## config.mk

```make
export PLATFORM = sky130hd
export DESIGN_NAME = noc_out_arbiter_flat
export DESIGN_NICKNAME = d
export VERILOG_FILES = /design/src/rtl/noc_out_arbiter_pkg.sv /design/src/rtl/noc_out_arbiter_if.sv /design/src/rtl/noc_out_arbiter_rr_arbiter.sv /design/src/rtl/noc_out_arbiter.sv /design/src/flat_wrapper.sv
export SDC_FILE = /design/constraint.sdc
export NUM_CORES = 1
export LEC_CHECK = 0
export ABC_CLOCK_PERIOD_IN_PS = 6000
export CORE_AREA = 2 2 118 120
export CTS_CLUSTER_SIZE = 12
export DETAILED_ROUTE_END_ITERATION = 10
export DIE_AREA = 0 0 120 122
export GPL_TIMING_DRIVEN = 0
export PLACE_DENSITY_LB_ADDON = 0.25
export SETUP_SLACK_MARGIN = 0.2
export SLEW_MARGIN = 20
export SYNTH_ARGS = -nofsm -noshare
export SYNTH_HDL_FRONTEND = slang
export SYNTH_SLANG_ARGS = --single-unit
```

## constraint.sdc

```tcl
create_clock -name clk -period 6 [get_ports clk]
set_clock_uncertainty 0.2 [all_clocks]
set_input_delay 1.2 -clock clk [delete_from_list [all_inputs] [get_ports clk]]
set_output_delay 1.2 -clock clk [all_outputs]
set_load 0.1 [all_outputs]
```

## src/rtl/noc_out_arbiter_pkg.sv

```systemverilog
// rtl/noc_out_arbiter_pkg.sv - shared constants and types for the router output-port arbiter
package noc_pkg;

  localparam int FLIT_W  = 16;
  localparam int PKT_LEN = 5;
  localparam int CREDITS = 5;

  typedef enum logic {IDLE, XFER} arb_state_t;

  typedef logic [FLIT_W-1:0] flit_t;

endpackage

```

## src/rtl/noc_out_arbiter_if.sv

```systemverilog
// rtl/noc_out_arbiter_if.sv - queue-side and link-side signals of one output port
// NOC_ARB_PRIO_EN adds the per-queue prio_i vector.
interface noc_out_arbiter_if
  import noc_pkg::*;
#(
  parameter int NUM_IN = 5
) ();

  logic [NUM_IN-1:0]        req_i;
  logic [NUM_IN-1:0]        mask_i;
  logic [NUM_IN-1:0]        valid_i;
  logic [NUM_IN*FLIT_W-1:0] data_i;
  logic                     credit_i;
`ifdef NOC_ARB_PRIO_EN
  logic [NUM_IN-1:0]        prio_i;
`endif
  logic [NUM_IN-1:0]        grant_o;
  logic [NUM_IN-1:0]        pop_o;
  flit_t                    data_o;
  logic                     valid_o;
  logic                     busy_o;
  logic [$clog2(NUM_IN)-1:0] sel_o;

  modport master (
`ifdef NOC_ARB_PRIO_EN
    input  prio_i,
`endif
    input  req_i, mask_i, valid_i, data_i, credit_i,
    output grant_o, pop_o, data_o, valid_o, busy_o, sel_o
  );

  modport slave (
`ifdef NOC_ARB_PRIO_EN
    output prio_i,
`endif
    output req_i, mask_i, valid_i, data_i, credit_i,
    input  grant_o, pop_o, data_o, valid_o, busy_o, sel_o
  );

endinterface

```

## src/rtl/noc_out_arbiter_rr_arbiter.sv

```systemverilog
// rtl/noc_out_arbiter_rr_arbiter.sv - combinational round-robin picker
// Searches from ptr+1 upward (mod NUM_IN); the first set request wins.
module rr_arbiter
  import noc_pkg::*;
#(
  parameter int NUM_IN = 5,
  localparam int IDX_W = $clog2(NUM_IN)
) (
  input  logic [NUM_IN-1:0] req,
  input  logic [IDX_W-1:0]  ptr,
  output logic [NUM_IN-1:0] grant,
  output logic [IDX_W-1:0]  idx,
  output logic              any
);

  logic [IDX_W-1:0] pos;

  always_comb begin
    grant = '0;
    idx   = '0;
    any   = 1'b0;
    pos   = '0;
    for (int k = 1; k <= NUM_IN; k++) begin
      pos = IDX_W'((int'(ptr) + k) % NUM_IN);
      if (!any && req[pos]) begin
        any        = 1'b1;
        grant[pos] = 1'b1;
        idx        = pos;
      end
    end
  end

endmodule

```

## src/rtl/noc_out_arbiter.sv

```systemverilog
// rtl/noc_out_arbiter.sv - packet-granular round-robin scheduler for one router output link
// NOC_ARB_PRIO_EN: eligible requesters with prio_i set win over all others at packet boundaries.
module noc_out_arbiter
  import noc_pkg::*;
#(
  parameter int NUM_IN = 5
) (
  input logic              clk,
  input logic              rst,
  noc_out_arbiter_if.master bus
);

  localparam int IDX_W  = $clog2(NUM_IN);
  localparam int CNT_W  = $clog2(CREDITS + 1);
  localparam int FCNT_W = $clog2(PKT_LEN + 1);
  localparam logic [CNT_W-1:0]  CREDIT_MAX = CNT_W'(CREDITS);
  localparam logic [FCNT_W-1:0] LAST_POP   = FCNT_W'(PKT_LEN - 1);

  arb_state_t        state;
  logic [IDX_W-1:0]  rr_ptr;
  logic [IDX_W-1:0]  sel_q;
  logic [IDX_W-1:0]  sel_d;
  logic [CNT_W-1:0]  credit_cnt;
  logic [FCNT_W-1:0] flit_cnt;
  logic [NUM_IN-1:0] grant_q;
  logic [NUM_IN-1:0] pop_q;
  logic              busy_q;
  logic              valid_q;
  flit_t             data_q;

  logic [NUM_IN-1:0] eligible;
  logic [NUM_IN-1:0] pick_req;
  logic [NUM_IN-1:0] win_onehot;
  logic [IDX_W-1:0]  win_idx;
  logic              win_any;
  logic              has_credit;
  logic              start;
  logic              pop_fire;

  // A queue that is mid-packet cannot be granted a new packet.
  assign eligible = bus.req_i & ~bus.mask_i;

`ifdef NOC_ARB_PRIO_EN
  logic [NUM_IN-1:0] hi_req;
  assign hi_req   = eligible & bus.prio_i;
  assign pick_req = (|hi_req) ? hi_req : eligible;
`else
  assign pick_req = eligible;
`endif

  rr_arbiter #(.NUM_IN(NUM_IN)) u_rr (
    .req   (pick_req),
    .ptr   (rr_ptr),
    .grant (win_onehot),
    .idx   (win_idx),
    .any   (win_any)
  );

  assign has_credit = (credit_cnt != '0);
  assign start      = (state == IDLE) && win_any && has_credit;
  assign pop_fire   = start || ((state == XFER) && has_credit);

  always_ff @(posedge clk) begin
    if (rst) begin
      state    <= IDLE;
      grant_q  <= '0;
      pop_q    <= '0;
      busy_q   <= 1'b0;
      sel_q    <= '0;
      rr_ptr   <= IDX_W'(NUM_IN - 1);
      flit_cnt <= '0;
    end else begin
      grant_q <= '0;
      pop_q   <= '0;
      case (state)
        IDLE: begin
          if (start) begin
            state    <= XFER;
            grant_q  <= win_onehot;
            pop_q    <= win_onehot;
            rr_ptr   <= win_idx;
            sel_q    <= win_idx;
            flit_cnt <= FCNT_W'(1);
            busy_q   <= 1'b1;
          end
        end
        XFER: begin
          if (has_credit) begin
            pop_q    <= NUM_IN'(1) << sel_q;
            flit_cnt <= flit_cnt + FCNT_W'(1);
            // Leave as the final pop issues so the next grant can follow back-to-back.
            if (flit_cnt == LAST_POP) begin
              state  <= IDLE;
              busy_q <= 1'b0;
            end
          end
        end
        default: state <= IDLE;
      endcase
    end
  end

  always_ff @(posedge clk) begin
    if (rst) begin
      credit_cnt <= CREDIT_MAX;
    end else begin
      case ({pop_fire, bus.credit_i})
        2'b10:   credit_cnt <= credit_cnt - CNT_W'(1);
        2'b01:   if (credit_cnt != CREDIT_MAX) credit_cnt <= credit_cnt + CNT_W'(1);
        default: credit_cnt <= credit_cnt;
      endcase
    end
  end

  // sel_d lines up with the queue's one-cycle pop-to-valid latency.
  always_ff @(posedge clk) begin
    if (rst) begin
      sel_d   <= '0;
      valid_q <= 1'b0;
      data_q  <= '0;
    end else begin
      sel_d   <= sel_q;
      valid_q <= bus.valid_i[sel_d];
      if (bus.valid_i[sel_d]) begin
        data_q <= bus.data_i[int'(sel_d) * FLIT_W +: FLIT_W];
      end
    end
  end

  assign bus.grant_o = grant_q;
  assign bus.pop_o   = pop_q;
  assign bus.data_o  = data_q;
  assign bus.valid_o = valid_q;
  assign bus.busy_o  = busy_q;
  assign bus.sel_o   = sel_q;

endmodule
```

## src/flat_wrapper.sv

```systemverilog
// flat-port wrapper written by rule: the top's interface ports become plain ports
module noc_out_arbiter_flat import noc_pkg::*;
#(
  parameter int NUM_IN = 5
)
  (clk, rst, bus_req_i, bus_mask_i, bus_valid_i, bus_data_i, bus_credit_i, bus_grant_o, bus_pop_o, bus_data_o, bus_valid_o, bus_busy_o, bus_sel_o);
  noc_out_arbiter_if #(.NUM_IN(NUM_IN)) bus_i ();
  input logic clk;
  input logic rst;
  input wire logic [$bits(bus_i.req_i)-1:0] bus_req_i;
  input wire logic [$bits(bus_i.mask_i)-1:0] bus_mask_i;
  input wire logic [$bits(bus_i.valid_i)-1:0] bus_valid_i;
  input wire logic [$bits(bus_i.data_i)-1:0] bus_data_i;
  input wire logic [$bits(bus_i.credit_i)-1:0] bus_credit_i;
  output wire logic [$bits(bus_i.grant_o)-1:0] bus_grant_o;
  output wire logic [$bits(bus_i.pop_o)-1:0] bus_pop_o;
  output wire logic [$bits(bus_i.data_o)-1:0] bus_data_o;
  output wire logic [$bits(bus_i.valid_o)-1:0] bus_valid_o;
  output wire logic [$bits(bus_i.busy_o)-1:0] bus_busy_o;
  output wire logic [$bits(bus_i.sel_o)-1:0] bus_sel_o;
  assign bus_i.req_i = bus_req_i;
  assign bus_i.mask_i = bus_mask_i;
  assign bus_i.valid_i = bus_valid_i;
  assign bus_i.data_i = bus_data_i;
  assign bus_i.credit_i = bus_credit_i;
  assign bus_grant_o = bus_i.grant_o;
  assign bus_pop_o = bus_i.pop_o;
  assign bus_data_o = bus_i.data_o;
  assign bus_valid_o = bus_i.valid_o;
  assign bus_busy_o = bus_i.busy_o;
  assign bus_sel_o = bus_i.sel_o;
  noc_out_arbiter #(.NUM_IN(NUM_IN)) u_core (.clk(clk), .rst(rst), .bus(bus_i));
endmodule
```

==> impl_metrics.ini, run 1 <==
[global_routing]
grt_pass1_vias = 4758
grt_max_degree = 15
globalRouteOverflowTotal = 0
track_usage_pct = 19.79
antenna_found_initial = 0
grt_pass1_wl_mm = 23.36

[yosys]
synth_area_um2 = 4594
syn-instance-count = 505
synth_warnings = 0
yosys.cell_types.count = 104
ys.flop_type = dfxtp_1
syn_nets = 634
yosys.area_share.simple_pct = 23.45
synthArstFlopShare_pct = 0
synth_xor_area_share_pct = 2.478
ys_seq_area_share_pct = 18.30
synthAdderAreaFrac_pct = 8.987
muxShareOfSynthArea_pct = 10.81
synth-edff-count = 0
ys_ff_latch = 42
synth_top_family_by_area = compound AO/OA/AOI/OAI gates
synth_compound_area_share_pct = 28.81
syn_area_per_cell_um2 = 9.098

[floorplanning]
core_um2 = 13500
die_y_um = 122
io_pins = 129
dieWidth_um = 120
start_util_pct = 34.02
fp.dieArea_um2 = 14640
rows = 43

[cts]
clock_latency_ps = 280
cts-root-buf = clkbuf_16
clkSlewWorstSetupHoldPaths_ps = 60
cts_tree = done
clock_path_buffers = 2
clock_sinks = 42
cts_inserted_buffers = 5
htreeDepth = 2
ctsHoldBuffers = 0

[routing]
wl_met2_mm = 7.292
drt-vias-per-instance = 5.578
met3_length_um = 925
wl_per_cell_um = 17.53
dr.max_layer_used = met4
wirelength_met1_mm = 5.966
drt-initial-drc-count = 246
num_vias = 4747
antenna_left = 0
wirelength_mm = 14.92
drc_errors = 0
dr.pass1.iters = 5

[placed_design]
place_area_um2 = 6101
detailed_place_hpwl_mm = 11.71
post-place-ws_ps = -449.6
io_buffers = 128
dp_cells = 813
place.gp.congestion = 0.9053

[sta]
tightest_slew_ps = 1015
post-route-period-util_pct = 93.75
fin_ws_ps = 375.3
finalSetupViolCount = 0
finalMaxSlewViolations = 0
rsz0062_at_grt = false
max-slew-margin-rel_pct = 32.09
timing.fmax_mhz = 177.8
period_needed_ps = 5625
hold_viol_final = 0

[setup_path]
arrival_ps = 5620
worst_setup_path_start_kind = flip-flop
worstSetupPathType = reg -> reg
required_ps = 5990
crit_start = u_core.bus.sel_o[1]$_SDFFE_PP0P_
path_max_fanout = 10
r2r-start = u_core.bus.sel_o[1]$_SDFFE_PP0P_
cp-end-kind = flip-flop

[finish]
fin_cells = 851
nNetsFinal = 799
final_cell_area_um2 = 6714
diodes = 0
syn2layout_area_growth_pct = 46.13
layout-drive-gt1-share_pct = 23.55

[power]
p_leak_nw = 2.498
p_total_w = 0.004042
peakVddDrop_v = 0.0002519
power_density_nw_per_um2 = 602.0

[hold_path]
hp-start = u_core.flit_cnt[0]$_SDFFE_PP0P_
min_path_type = reg -> reg

[flow_run]
drv_cap = 0

[status]
status = finished, final reports clean
-- per-stage QoR --
stage	util [%]	hold WS, ps	setup TNS, ps
6_report	49.72	280.3	0
5_1_grt	49.72	298.4	0
4_1_cts	47.47	276.6	0
3_5_place_dp	45.18	260.5	-455.4
3_3_place_gp	45.18	257.3	-392.6
2_1_floorplan	-	240.7	0
-- cells by family after synthesis --
| family | count (synthesis) |
|---|---|
| AOI/OAI and AO/OA | 149 |
| and+or+nand+nor | 187 |
| buffers and inverters | 57 |
| xor gates and xnor gates | 10 |
| adders and majority gates | 32 |
| DFF | 42 |
| muxes | 28 |
-- critical path, cell delays in order, from the launching register on --
cell        delay, ps
dfxtp_4           400
clkinvlp_4        140
buf_4             170
ha_1              280
a21oi_4           220
inv_2             110
a311oi_2          280
a311oi_2          100
ha_1              250
o41ai_1           400
a41oi_1            80
o211a_2           320
nor3b_1           200
o2bb2ai_4         180
or4_4             590
nand2_8            90
buf_8             130
nand3_1           110
fa_1              600
inv_1              70
a2111o_1          310
a311oi_2          290
-- cell usage in the layout, fill, tap and decap left out, types with 6 or more instances in the layout --
master           Yosys  layout
a221oi_1            17      17
a211oi_1             7       6
clkbuf_8             7       7
nand2_1             31      31
mux4_2              17      17
o21ai_0             14      13
dfxtp_1             42      39
clkbuf_1            15      14
nand2b_1             8       8
ha_1                29      25
a21o_1               7       7
clkdlybuf4s50_1      0     128
a21oi_1             24      23
nor2b_1             26      23
mux2i_1              8       7
nand3_1             18      18
nor2_1              29      27
inv_1               23      19
a31oi_1              6       6
buf_4                2      32
nor3_1              31      30
a311oi_2             5       7
-- final timing paths --
check	endpoint	slack, ps	depth (start not counted)
setup / recovery	u_core.credit_cnt[1]$_SDFFE_PP0P_	380	21
hold reg to reg	u_core.flit_cnt[0]$_SDFFE_PP0P_	280	1
setup reg to reg	u_core.credit_cnt[1]$_SDFFE_PP0P_	380	21
hold / removal	u_core.flit_cnt[0]$_SDFFE_PP0P_	280	1
-- cells in the mapped netlist (4+ instances only) --
cell,count,area (um2)
a311oi_1,6,52.55
nor3_1,31,155.2
or3_1,5,31.28
ha_1,29,362.9
clkbuf_1,15,56.30
o221ai_1,5,43.79
o211a_1,4,40.04
nand3_1,18,90.09
dfxtp_1,42,840.8
a21o_1,7,52.55
a211oi_1,7,52.55
xnor2_1,8,70.07
a31oi_1,6,37.54
nor2_1,29,108.9
clkbuf_8,7,96.34
and3_1,4,25.02
nand2b_1,8,50.05
a311oi_2,5,75.07
nor2b_1,26,162.7
a21oi_1,24,120.1
nand2_1,31,116.4
inv_1,23,86.33
o21ai_0,14,70.07
a221oi_1,17,148.9
mux2i_1,8,80.08
mux4_2,17,382.9
-- registers in the layout, summed over array words and instances, names as in the netlist --
name and cells:
u_core.state 1, u_core.bus.valid_o 1, u_core.bus.sel_o 3, u_core.flit_cnt 3
u_core.rr_ptr 1, u_core.bus.busy_o 1, u_core.bus.grant_o 5, u_core.credit_cnt 3
u_core.sel_d 3, u_core.bus.pop_o 5, u_core.bus.data_o 16
-- per-layer routing --
| layer | up-vias | track usage (%) |
|---|---|---|
| li1 | 2276 | - |
| met1 | 2248 | 22.66 |
| met2 | 184 | 36.19 |
| met3 | 39 | 2.903 |
| met4 | 0 | 9.191 |
| met5 | - | 0 |
-- where the power goes --
group / internal [W] / total (W) / switching [W] / leakage, nW
Clock: 0.000154 / 0.000263 / 0.000109 / 0.0740
Sequential: 0.000361 / 0.000416 / 0.0000545 / 0.348
Combinational: 0.00138 / 0.00336 / 0.00199 / 2.08
-- what timing repair did --
action,in CTS,in global routing
pin swaps,7,16
gates cloned,0,0
resized for setup,23,36
setup buffers,9,21
endpoints found under the setup margin,2,2
-- final cells by class --
cell class / count / area, um2
fill: 1251 / 6790
multi-input combinational: 406 / 3621
timing repair buffer: 158 / 1506
sequential: 42 / 852.1
buffer: 31 / 255.2
tap: 180 / 225.2
clock buffer: 5 / 125.1
inverter: 26 / 110.1
clock inverter: 3 / 18.77
Power figures use the tool's default switching activity.
==> inputs of run 2 (changes only) <==
--- a/config.mk
+++ b/config.mk
@@ -10,7 +10,7 @@
 export CTS_CLUSTER_SIZE = 12
 export DETAILED_ROUTE_END_ITERATION = 10
 export DIE_AREA = 0 0 120 122
-export GPL_TIMING_DRIVEN = 0
+export GPL_TIMING_DRIVEN = 1
 export PLACE_DENSITY_LB_ADDON = 0.25
 export SETUP_SLACK_MARGIN = 0.2
 export SLEW_MARGIN = 20
==> run 2 against run 1 <==
- via count down 2.8%
- routed wire length down 5.4%
- final cell count down 4.9%
- die area unchanged
- first-iteration DRC count down 3.3%
- non-clock buffer count down 42
- critical path depth down 2
- flip-flop and latch count unchanged
- combinational power down 13%
- fmax up 1.0%
==> impl_metrics.ini, run 2 (same netlist as run 1, synthesis figures left out) <==
[routing]
wirelength_mm = 14.11
drc_errors = 0
dr.pass1.iters = 4
drt-vias-per-instance = 5.706
drt-initial-drc-count = 238
num_vias = 4616
antenna_left = 0
wl_per_cell_um = 17.44

[finish]
largest_reg_flops = 16
final_common_cell = clkdlybuf4s50_1
syn2layout_area_growth_pct = 36.03
nNetsFinal = 757
fillers = 1317
diodes = 0
final_cell_mix = clkdlybuf4s50_1 (128), dfxtp_1 (40), nand2_1 (31)
layout-drive-gt1-share_pct = 17.17

[global_routing]
grt_pass1_vias = 4632
grt_max_degree = 41
track_usage_pct = 19.07
globalRouteOverflowTotal = 0
grt_pass1_wl_mm = 22.57
antenna_found_initial = 0

[setup_path]
path_max_fanout = 16
worst_setup_path_start_kind = flip-flop
worstSetupPathType = reg -> reg
required_ps = 6000
arrival_ps = 5570
cp-end-kind = flip-flop

[floorplanning]
start_util_pct = 34.02
rows = 43
dieWidth_um = 120
core_um2 = 13500
fp.dieArea_um2 = 14640
io_pins = 129
die_y_um = 122

[placed_design]
detailed_place_hpwl_mm = 11.35
post-place-ws_ps = 216.4
place.gp.congestion = 0.9276
io_buffers = 128

[sta]
finalSetupViolCount = 0
period_needed_ps = 5568
max-slew-margin-rel_pct = 32.59
rsz0062_at_grt = false
timing.fmax_mhz = 179.6
tightest_slew_ps = 1008
post-route-period-util_pct = 92.80
hold_viol_final = 0
finalMaxSlewViolations = 0
fin_hold_ws_ps = 282.3
fin_setup_tns_ps = 0
fin_ws_ps = 432.3

[hold_path]
min_path_type = reg -> reg

[cts]
cts_inserted_buffers = 5
clock_latency_ps = 290
ctsHoldBuffers = 0
cts-root-buf = clkbuf_16
htreeDepth = 2
clock_path_buffers = 2
cts_tree = done
clock_sinks = 42
clkSlewWorstSetupHoldPaths_ps = 70

[power]
power.share.switching_pct = 55.24
power_density_nw_per_um2 = 586.1
p_seq_share_pct = 11.6
comb_power_share_pct = 79.9
p_leak_nw = 2.323
peakVddDrop_v = 0.0001954
p_clk_share_pct = 8.5
power.switching_w = 0.002023
internal-power_w = 0.001640

[flow_run]
drv_cap = 0

[status]
status = finished, final reports clean
run 2: changes by cell type in the layout (fill, tap and decap cells not counted), moves of 3 or more:
cell	previous run	this run
buf_4	32	19
buf_8	3	0
clkbuf_1	14	0
clkbuf_8	7	0
dfxtp_4	3	0
ha_1	25	28
inv_1	19	23
nor2b_1	23	26
nor2b_2	3	0
run 2: power groups by stage:
stage	combinational, W	clock, W	sequential (W)
finish	0.00293	0.000311	0.000425
global route	0.00315	0.000328	0.000436
CTS	0.00286	0.000319	0.000426
detailed placement	0.00285	0	0.000431
global placement	0.00282	0	0.000427
floorplan	0.00194	0	0.000761
run 2: routing by layer:
metal	vias to the layer above	track usage, %	wire length (um)
met5	-	0	0
li1	2198	-	-
met4	0	6.471	389
met1	2194	21.38	5569
met2	191	35.62	7131
met3	33	4.073	1021
run 2: worst paths after layout:
| check | startpoint | endpoint | slack, ps | depth (start not counted) |
|---|---|---|---|---|
| worst max register to register | u_core.rr_ptr[2]$_SDFFE_PP1P_ | u_core.credit_cnt[1]$_SDFFE_PP0P_ | 430 | 19 |
| worst min-delay path | u_core.bus.busy_o$_SDFFE_PP0P_ | u_core.bus.busy_o$_SDFFE_PP0P_ | 280 | 2 |
| worst min register to register | u_core.bus.busy_o$_SDFFE_PP0P_ | u_core.bus.busy_o$_SDFFE_PP0P_ | 280 | 2 |
| worst max-delay path | u_core.rr_ptr[2]$_SDFFE_PP1P_ | u_core.credit_cnt[1]$_SDFFE_PP0P_ | 430 | 19 |
run 2: layout make-up:
| class | count | area, um2 | share of cell area [%] |
|---|---|---|---|
| Multi-Input combinational cell | 406 | 3488 | 55.82 |
| Timing Repair Buffer | 147 | 1424 | 22.78 |
| Sequential cell | 42 | 843.3 | 13.49 |
| Tap cell | 180 | 225.2 | 3.604 |
| Clock buffer | 5 | 125.1 | 2.002 |
| Inverter | 26 | 100.1 | 1.602 |
| Clock inverter | 3 | 43.79 | 0.7007 |
run 2: critical path, stage by stage (launching register included):
cell	delay, ps
dfxtp_2	520
inv_2	150
ha_1	250
ha_1	230
nor2_1	230
inv_1	80
ha_1	290
and4b_1	220
a2111oi_1	530
a41o_1	220
nor2_1	90
nand4_1	220
a32oi_2	170
or4_4	600
nand2_4	190
nand3_1	120
fa_1	550
inv_1	70
a2111o_1	290
a311oi_1	260
run 2: what timing repair did:
action | 4_1_cts | 5_1_grt
endpoints found under the setup margin | 0 | 2
endpoints found under the hold margin | 0 | 0
resized for setup | 0 | 12
buffers inserted | 0 | 2
run 2: through the flow:
step,area [um2],instances,utilization [%],total power [W]
after floorplan,4594,505,-,0.002699
after global placement,6005,799,44.46,0.003248
after detailed placement,6005,799,44.46,0.003276
after CTS,6173,807,45.71,0.003601
after global routing,6250,809,46.28,0.003918
final,6250,809,46.28,0.003663
==> inputs of run 3 (changes only) <==
--- a/config.mk
+++ b/config.mk
@@ -7,6 +7,7 @@
 export LEC_CHECK = 0
 export ABC_CLOCK_PERIOD_IN_PS = 6000
 export CORE_AREA = 2 2 118 120
+export CTS_CLUSTER_DIAMETER = 80
 export CTS_CLUSTER_SIZE = 12
 export DETAILED_ROUTE_END_ITERATION = 10
 export DIE_AREA = 0 0 120 122
==> results of run 3 <==
No change in the layout: final DEF, timing and power equal those of run 2.
